### src/rtl/db_pkg.sv
// Shared types and constants for the contact-bounce emulator.
package db_pkg;

  typedef enum logic [1:0] {
    IDLE   = 2'd0,
    GLITCH = 2'd1,
    SETTLE = 2'd2
  } state_t;

  localparam logic [15:0] LFSR_MASK         = 16'hB400;
  localparam logic [15:0] LFSR_DEFAULT_SEED = 16'hACE1;

  // One right-shift step of the 16-bit Galois LFSR.
  function automatic logic [15:0] lfsr_next(input logic [15:0] cur);
    lfsr_next = {1'b0, cur[15:1]} ^ (cur[0] ? LFSR_MASK : 16'h0000);
  endfunction

endpackage

### src/rtl/db_lfsr16.sv
// Free-running 16-bit Galois LFSR; a zero seed would lock up, so it is
// replaced by the default seed.
module db_lfsr16
  import db_pkg::*;
#(
  parameter logic [15:0] SEED = LFSR_DEFAULT_SEED
) (
  input  logic        clk,
  input  logic        rst_n,
  output logic [15:0] lfsr
);

  localparam logic [15:0] SEED_EFF = (SEED == 16'h0000) ? LFSR_DEFAULT_SEED : SEED;

  logic [15:0] lfsr_q, lfsr_d;

  always_comb lfsr_d = lfsr_next(lfsr_q);

  always_ff @(posedge clk or negedge rst_n) begin
    if (!rst_n) lfsr_q <= SEED_EFF;
    else        lfsr_q <= lfsr_d;
  end

  assign lfsr = lfsr_q;

endmodule

### src/rtl/db_bounce_gen.sv
// Contact-bounce emulator: turns a clean level change into 2N+1 edges with
// LFSR-chosen glitch widths, then holds the final level for a settle period.
module db_bounce_gen
  import db_pkg::*;
#(
  parameter int          MAX_BOUNCES   = 4,
  parameter int          MAX_GLITCH    = 8,
  parameter int          SETTLE_CYCLES = 4,
  parameter logic [15:0] SEED          = LFSR_DEFAULT_SEED
) (
  input  logic clk,
  input  logic rst_n,
  input  logic enable,
  input  logic level_in,
  output logic bounce_out,
  output logic busy
);

  localparam int SEG_W = $clog2(MAX_GLITCH + 1);
  localparam int REM_W = (MAX_BOUNCES > 0) ? $clog2(2 * MAX_BOUNCES + 1) : 1;
  localparam int SET_W = $clog2(SETTLE_CYCLES + 1);

  localparam logic [3:0]       N_CAP       = 4'(MAX_BOUNCES);
  localparam logic [3:0]       L_CAP       = 4'(MAX_GLITCH - 1);
  localparam logic [SET_W-1:0] SETTLE_LOAD = SET_W'(SETTLE_CYCLES - 1);

  logic [15:0] lfsr;

  db_lfsr16 #(.SEED(SEED)) u_lfsr (
    .clk   (clk),
    .rst_n (rst_n),
    .lfsr  (lfsr)
  );

  logic unused_lfsr;
  assign unused_lfsr = ^lfsr[15:8];

  state_t           state_q, state_d;
  logic             target_q, target_d;
  logic             bounce_q, bounce_d;
  logic             busy_q, busy_d;
  logic             settled_q, settled_d;
  logic [SEG_W-1:0] seg_q, seg_d;
  logic [REM_W-1:0] rem_q, rem_d;
  logic [SET_W-1:0] settle_q, settle_d;

  // Draws: bounce count N and glitch width minus one (seg_ctr counts L-1 .. 0).
  logic [3:0]       n_draw;
  logic [3:0]       l_raw;
  logic [SEG_W-1:0] l_load;
  logic [REM_W-1:0] rem_load;

  always_comb begin
    n_draw   = (lfsr[3:0] > N_CAP) ? N_CAP : lfsr[3:0];
    l_raw    = (lfsr[7:4] > L_CAP) ? L_CAP : lfsr[7:4];
    l_load   = SEG_W'(l_raw);
    rem_load = REM_W'({n_draw, 1'b0});
  end

  always_comb begin
    state_d   = state_q;
    target_d  = target_q;
    bounce_d  = bounce_q;
    busy_d    = busy_q;
    settled_d = settled_q;
    seg_d     = seg_q;
    rem_d     = rem_q;
    settle_d  = settle_q;

    if (!enable) begin
      state_d   = IDLE;
      bounce_d  = level_in;
      settled_d = level_in;
      busy_d    = 1'b0;
    end else begin
      case (state_q)
        IDLE: begin
          bounce_d = settled_q;
          busy_d   = 1'b0;
          if (level_in != settled_q) begin
            target_d = level_in;
            bounce_d = level_in;
            busy_d   = 1'b1;
            if (n_draw == 4'd0) begin
              state_d  = SETTLE;
              settle_d = SETTLE_LOAD;
            end else begin
              state_d = GLITCH;
              seg_d   = l_load;
              rem_d   = rem_load;
            end
          end
        end

        // rem_q counts segments still to finish, including the current one.
        GLITCH: begin
          if (seg_q == '0) begin
            bounce_d = ~bounce_q;
            if (rem_q == REM_W'(1)) begin
              state_d  = SETTLE;
              settle_d = SETTLE_LOAD;
              rem_d    = '0;
              bounce_d = target_q;
            end else begin
              rem_d = rem_q - REM_W'(1);
              seg_d = l_load;
            end
          end else begin
            seg_d = seg_q - SEG_W'(1);
          end
        end

        SETTLE: begin
          if (settle_q == '0) begin
            settled_d = target_q;
            busy_d    = 1'b0;
            state_d   = IDLE;
          end else begin
            settle_d = settle_q - SET_W'(1);
          end
        end

        default: state_d = IDLE;
      endcase
    end
  end

  always_ff @(posedge clk or negedge rst_n) begin
    if (!rst_n) begin
      state_q   <= IDLE;
      target_q  <= 1'b0;
      bounce_q  <= 1'b0;
      busy_q    <= 1'b0;
      settled_q <= 1'b0;
      seg_q     <= '0;
      rem_q     <= '0;
      settle_q  <= '0;
    end else begin
      state_q   <= state_d;
      target_q  <= target_d;
      bounce_q  <= bounce_d;
      busy_q    <= busy_d;
      settled_q <= settled_d;
      seg_q     <= seg_d;
      rem_q     <= rem_d;
      settle_q  <= settle_d;
    end
  end

  assign bounce_out = bounce_q;
  assign busy       = busy_q;

endmodule

### config.mk
export PLATFORM = sky130hd
export DESIGN_NAME = db_bounce_gen
export DESIGN_NICKNAME = d
export VERILOG_FILES = /design/src/rtl/db_pkg.sv /design/src/rtl/db_lfsr16.sv /design/src/rtl/db_bounce_gen.sv
export SDC_FILE = /design/constraint.sdc
export NUM_CORES = 1
export LEC_CHECK = 0
export ABC_AREA = 1
export CAP_MARGIN = 15
export CORE_MARGIN = 3
export CORE_UTILIZATION = 40
export CTS_BUF_LIST = sky130_fd_sc_hd__clkbuf_8
export DETAILED_ROUTE_END_ITERATION = 6
export GPL_TIMING_DRIVEN = 0
export RECOVER_POWER = 100
export SLEW_MARGIN = 40
export SYNTH_ARGS = -nofsm -noshare
export SYNTH_HDL_FRONTEND = slang
export SYNTH_SLANG_ARGS = --single-unit
export TNS_END_PERCENT = 20
### constraint.sdc
create_clock -name clk -period 3.3 [get_ports clk]
set_input_delay 0.495 -clock clk [delete_from_list [all_inputs] [get_ports clk]]
set_output_delay 0.495 -clock clk [all_outputs]
set_load 0.005 [all_outputs]
### Word level (Yosys, flattened, before mapping)

Cells that the tools add are included.

| word-level totals | value |
|---|---|
| register bits | 33 |
| bits of input ports | 4 |
| output and inout bits | 2 |
| word-level logic and storage cells | 87 |

| cells by class | value |
|---|---|
| add/subtract/negate cells | 3 |
| order comparisons | 2 |
| eq/ne operators | 19 |
| multiplexer cells | 38 |
| bitwise operators | 2 |
| reduce and logical (&&, ||, !) cells | 14 |

Operators with widths:

| cell | number |
|---|---|
| 4-bit 2-to-1 mux | 10 |
| 16-bit 2-to-1 mux | 1 |
| 4-bit case mux with 2 select lines | 2 |
| 15-bit by 16-bit bitwise XOR with 16-bit output | 1 |
| 3-bit 2-to-1 mux | 5 |
| 3-bit inequality test (second input constant) | 5 |
| 2-bit 2-to-1 mux | 6 |
| 2-bit inequality test (second input constant) | 6 |
| 1-bit 2-to-1 mux | 10 |
| 5-bit AND reduction | 2 |
| 3-bit case mux with 3 select lines | 1 |
| 4-bit by 3-bit > comparator with 1-bit output (second input constant) | 2 |
| 4-bit zero test | 2 |
| 4-bit by 1-bit subtractor with 4-bit output (second input constant) | 2 |
| 7-bit AND reduction | 1 |
| 3-bit by 1-bit inequality test with 1-bit output (second input constant) | 2 |
| 2-bit case mux with 3 select lines | 1 |
| 2-bit AND reduction | 3 |
| 4-bit by 1-bit == test with 1-bit output (second input constant) | 1 |
| 2-bit by 1-bit inequality test with 1-bit output (second input constant) | 2 |
| 1-bit case mux with 2 select lines | 2 |
| 4-bit AND reduction | 1 |
| 3-bit zero test | 1 |
| 3-bit AND reduction | 1 |
| 8 further kinds | 8 |

### Longest topological paths before layout

| depth | value |
|---|---|
| depth after elaboration | 7 |
| depth in mapped cells | 11 |
| mapped depth without buffers | 11 |

### Hierarchy

Synthesis repeated with hierarchy kept, for this count alone.

| second synthesis, totals | value |
|---|---|
| cells, all modules | 196 |
| area total of the unflattened synthesis | 1706.6 um^2 |

By module, submodules not included:

| module | times used | cells an instance | area an instance (um^2) | sequential area each (um^2) |
|---|---|---|---|---|
| db_bounce_gen | 1 | 154 | 1149.9 | 425.4 |
| db_lfsr16 | 1 | 42 | 556.8 | 410.4 |

### Least setup slack after synthesis

OpenSTA, ideal clock, no wires.

| timing path | value |
|---|---|
| path type | input -> register |
| start point | in level_in |
| end point | reg seg_q[3] |
| library setup time | 0.121 ns |
| arrival | 1.234 ns |
| data required time | 3.179 ns |
| setup slack | 1.945 ns |
| stages | 7 |
| buffers on the path | 0 |
| cell sequence | ha_1 nor2_2 nand2_2 nand2_4 nand2_4 nand2_1 o21ai_1 |

| on the way | value |
|---|---|
| cells in the longest elaborated chain, start to end | 3 |

RTL lines:

| item | line | source |
|---|---|---|
| start, declared | db_bounce_gen.sv:14 | `input logic level_in,` |
| 1-bit inequality test | db_bounce_gen.sv:80 | `if (level_in != settled_q) begin` |
| 2-bit inequality test (no source line) | - |  |
| 5-bit AND reduction (no source line) | - |  |
| end signal, assigned | db_bounce_gen.sv:144 | `seg_q <= seg_d;` |
| end, declared | db_bounce_gen.sv:43 | `logic [SEG_W-1:0] seg_q, seg_d;` |

Every way passes these cells.
A chain may end at the register's enable or synchronous reset.

### Worst setup path after layout

| timing path | value |
|---|---|
| start point | in level_in |
| end point | reg seg_q[2] |

Same word-level chain as after synthesis.

==> impl_metrics.toml <==
[synth]
syn_area_um2 = 1640
synthCells = 186
ys_ff_latch = 33
synthMuxAreaShare_pct = 0
ys_seq_area_share_pct = 50.9
syn_area_per_cell_um2 = 8.83
yosysWarnings = 0
synth-xor-area-share_pct = 2.13
synth.area.top_cells = "dfrtp_1, nand2_1, dfstp_2"
yosysUniqueCellTypes = 25
synth_compound_area_share_pct = 4.95
synthSimpleGateAreaFrac_pct = 29.1
yosysTopAreaCell = "dfrtp_1"
syn_nets = 197
synth_top_cell_area_share_pct = 38.1
synth_top_family_by_area = "simple AND/OR/NAND/NOR gates"
synthAdderAreaFrac_pct = 5.34

[global_route]
grt_remaining_overflow = 0
grt_start_max_net_pins = 25
grt_pass1_vias = 1148
grtUsageTotal_pct = 12.3
grt_pass1_wl_um = 4840
antenna_found_initial = 0

[clocking]
clockBufferDepth = 2
htree_levels = 2
clk_latency_ns = 0.28
cts-root-buf = "clkbuf_8"
clkTransAtPathRegs_ns = 0.07
cts_buffers = 5
cts_tree = "built"
post_cts_resize_count = 0
cts_post_setup_buffers_inserted = 0
clock_sinks = 33
holdBufCountCts = 0

[floorplan]
die-width_um = 70.1
start_util_pct = 43.2
die_y_um = 70.1
io_pins = 6
rows = 22
dieArea_um2 = 4910
core-area_um2 = 3800

[route]
drt_iter0_drc = 60
met2_length_um = 1290
wl_um = 2830
vias = 1148
firstDrtPassIters = 4
via_per_inst = 4.65
met1_length_um = 1420
drcViolationCount = 0
met3_length_um = 100
drtAntennaViolNets = 0
highest_layer = "met4"
wire_per_inst_um = 11.5

[sta]
hold_viol_final = 0
tightest_slew_ns = 1.23
period_share_pct = 58.1
slew_headroom_pct = 18.0
rsz0062_at_grt = "false"
whs_ns = 0.163
setup_viol = 0
slew_violations = 0
setup-tns-final_ns = 0
fin_worst_skew_ns = 0.00807
period_minus_slack_ns = 1.92
fmax_mhz = 522

[setup_path]
reg2reg_slack_ns = 1.55
rr_endpoint = "settle_q[0]"
crit_path_end_kind = "flip-flop"
critical_path_class = "primary input to flip-flop"
setup.worst_path.start_class = "primary input"
critPathMaxFanout = 7
required_ns = 3.48
rr_startpoint = "seg_q[0]"
rr_worst_depth = 9
cp.arrival_ns = 2.10

[finish]
layout_commonest_cell = "nand2_1"
final_nets = 209
antenna-diode-count = 0
utilization_pct = 47.1
area_delta_synth_final_pct = 8.92
layout_common_cells = "nand2_1, dfrtp_1, inv_1, nor2_1, nand3_1"
drive_above_1_share_pct = 13.1

[placement]
post-dp-hpwl_um = 2100
gp_congestion = 0.810
io_buffers = 4

[outcome]
status = "completed"

[power]
total_power_uw = 1010
power_density_nw_per_um2 = 566
ir_drop_mv = 0.312
p_leak_uw = 0.000957

[job]
maxCapViolations = 0

[hold_path]
hp-class = "primary input to async pin"
==> per-stage QoR <==
stage / std cells / setup slack [ns] / instance area [um2]
floorplan: 186 / 1.94 / 1640
global placement: 238 / 1.10 / 1740
detailed placement: 239 / 1.37 / 1760
CTS: 247 / 1.65 / 1860
global route: 247 / 1.27 / 1790
finish: 247 / 1.38 / 1790
==> cell usage after synthesis <==
| cell | n |
|---|---|
| a21oi_1 | 4 |
| buf_2 | 1 |
| buf_4 | 1 |
| dfrtp_1 | 25 |
| dfstp_2 | 8 |
| ha_1 | 7 |
| inv_1 | 19 |
| inv_2 | 6 |
| inv_6 | 2 |
| nand2_1 | 57 |
| nand2_2 | 2 |
| nand2_4 | 6 |
| nand2_8 | 1 |
| nand3_1 | 13 |
| nand3_2 | 1 |
| nand3b_1 | 1 |
| nand4_1 | 1 |
| nor2_1 | 13 |
| nor2_2 | 1 |
| nor2_8 | 1 |
| o21ai_0 | 8 |
| o21ai_1 | 3 |
| o22ai_1 | 1 |
| xnor2_1 | 1 |
| xor2_1 | 3 |
==> cell type report <==
| type | instances | area [um2] |
|---|---|---|
| clock inverter | 2 | 13.8 |
| clock buffer | 6 | 82.6 |
| fill | 369 | 2010 |
| timing repair buffer | 5 | 37.5 |
| tap | 48 | 60.1 |
| inverter | 27 | 111 |
| multi-input combinational | 124 | 636 |
| sequential | 33 | 836 |
| buffer | 2 | 11.3 |
==> worst max-delay path, cell delays in order <==
cell           delay (ns)
dlygate4sd3_1        0.58
ha_1                 0.32
nor2_1               0.18
nand2_2              0.06
nand2_1              0.07
nand2_1              0.15
o21ai_0              0.24
==> worst max path at each step <==
stage                   from  depth (start not counted)           to  slack [ns]
floorplan           level_in                          7     seg_q[3]        1.94
global placement       rst_n                          1  settle_q[1]        1.10
detailed placement  level_in                          8     rem_q[0]        1.37
CTS                 level_in                          8     seg_q[2]        1.65
global route        level_in                          9     seg_q[0]        1.27
finish              level_in                          7     seg_q[2]        1.38
==> sequential cells by signal, summed over array words and instances, names as in the netlist <==
name / cells
bounce_out: 1
busy: 1
settled_q: 1
settle_q: 3
state_q: 2
u_lfsr.lfsr: 16
rem_q: 4
target_q: 1
seg_q: 4
==> power by group <==
part,total [uW],switching [uW],internal (uW)
Sequential,472,27.2,445
Combinational,226,140,85.6
Clock,315,146,169
==> layer usage <==
metal	vias to the layer above	global-route usage (%)
met2	15	19.8
met1	531	15.5
met3	4	4.17
met4	0	3.83
met5	-	0
li1	598	-
==> cells by family (layout without fill, tap and decap cells) <==
group | after synthesis | count (layout)
flip-flops | 33 | 33
XOR/XNOR | 4 | 4
AO/OA/AOI/OAI | 16 | 16
adder cells (fa/ha/maj) | 7 | 7
buffers and inverters | 29 | 42
AND/OR/NAND/NOR | 97 | 97
No activity file was read; power rests on OpenSTA's default activity.
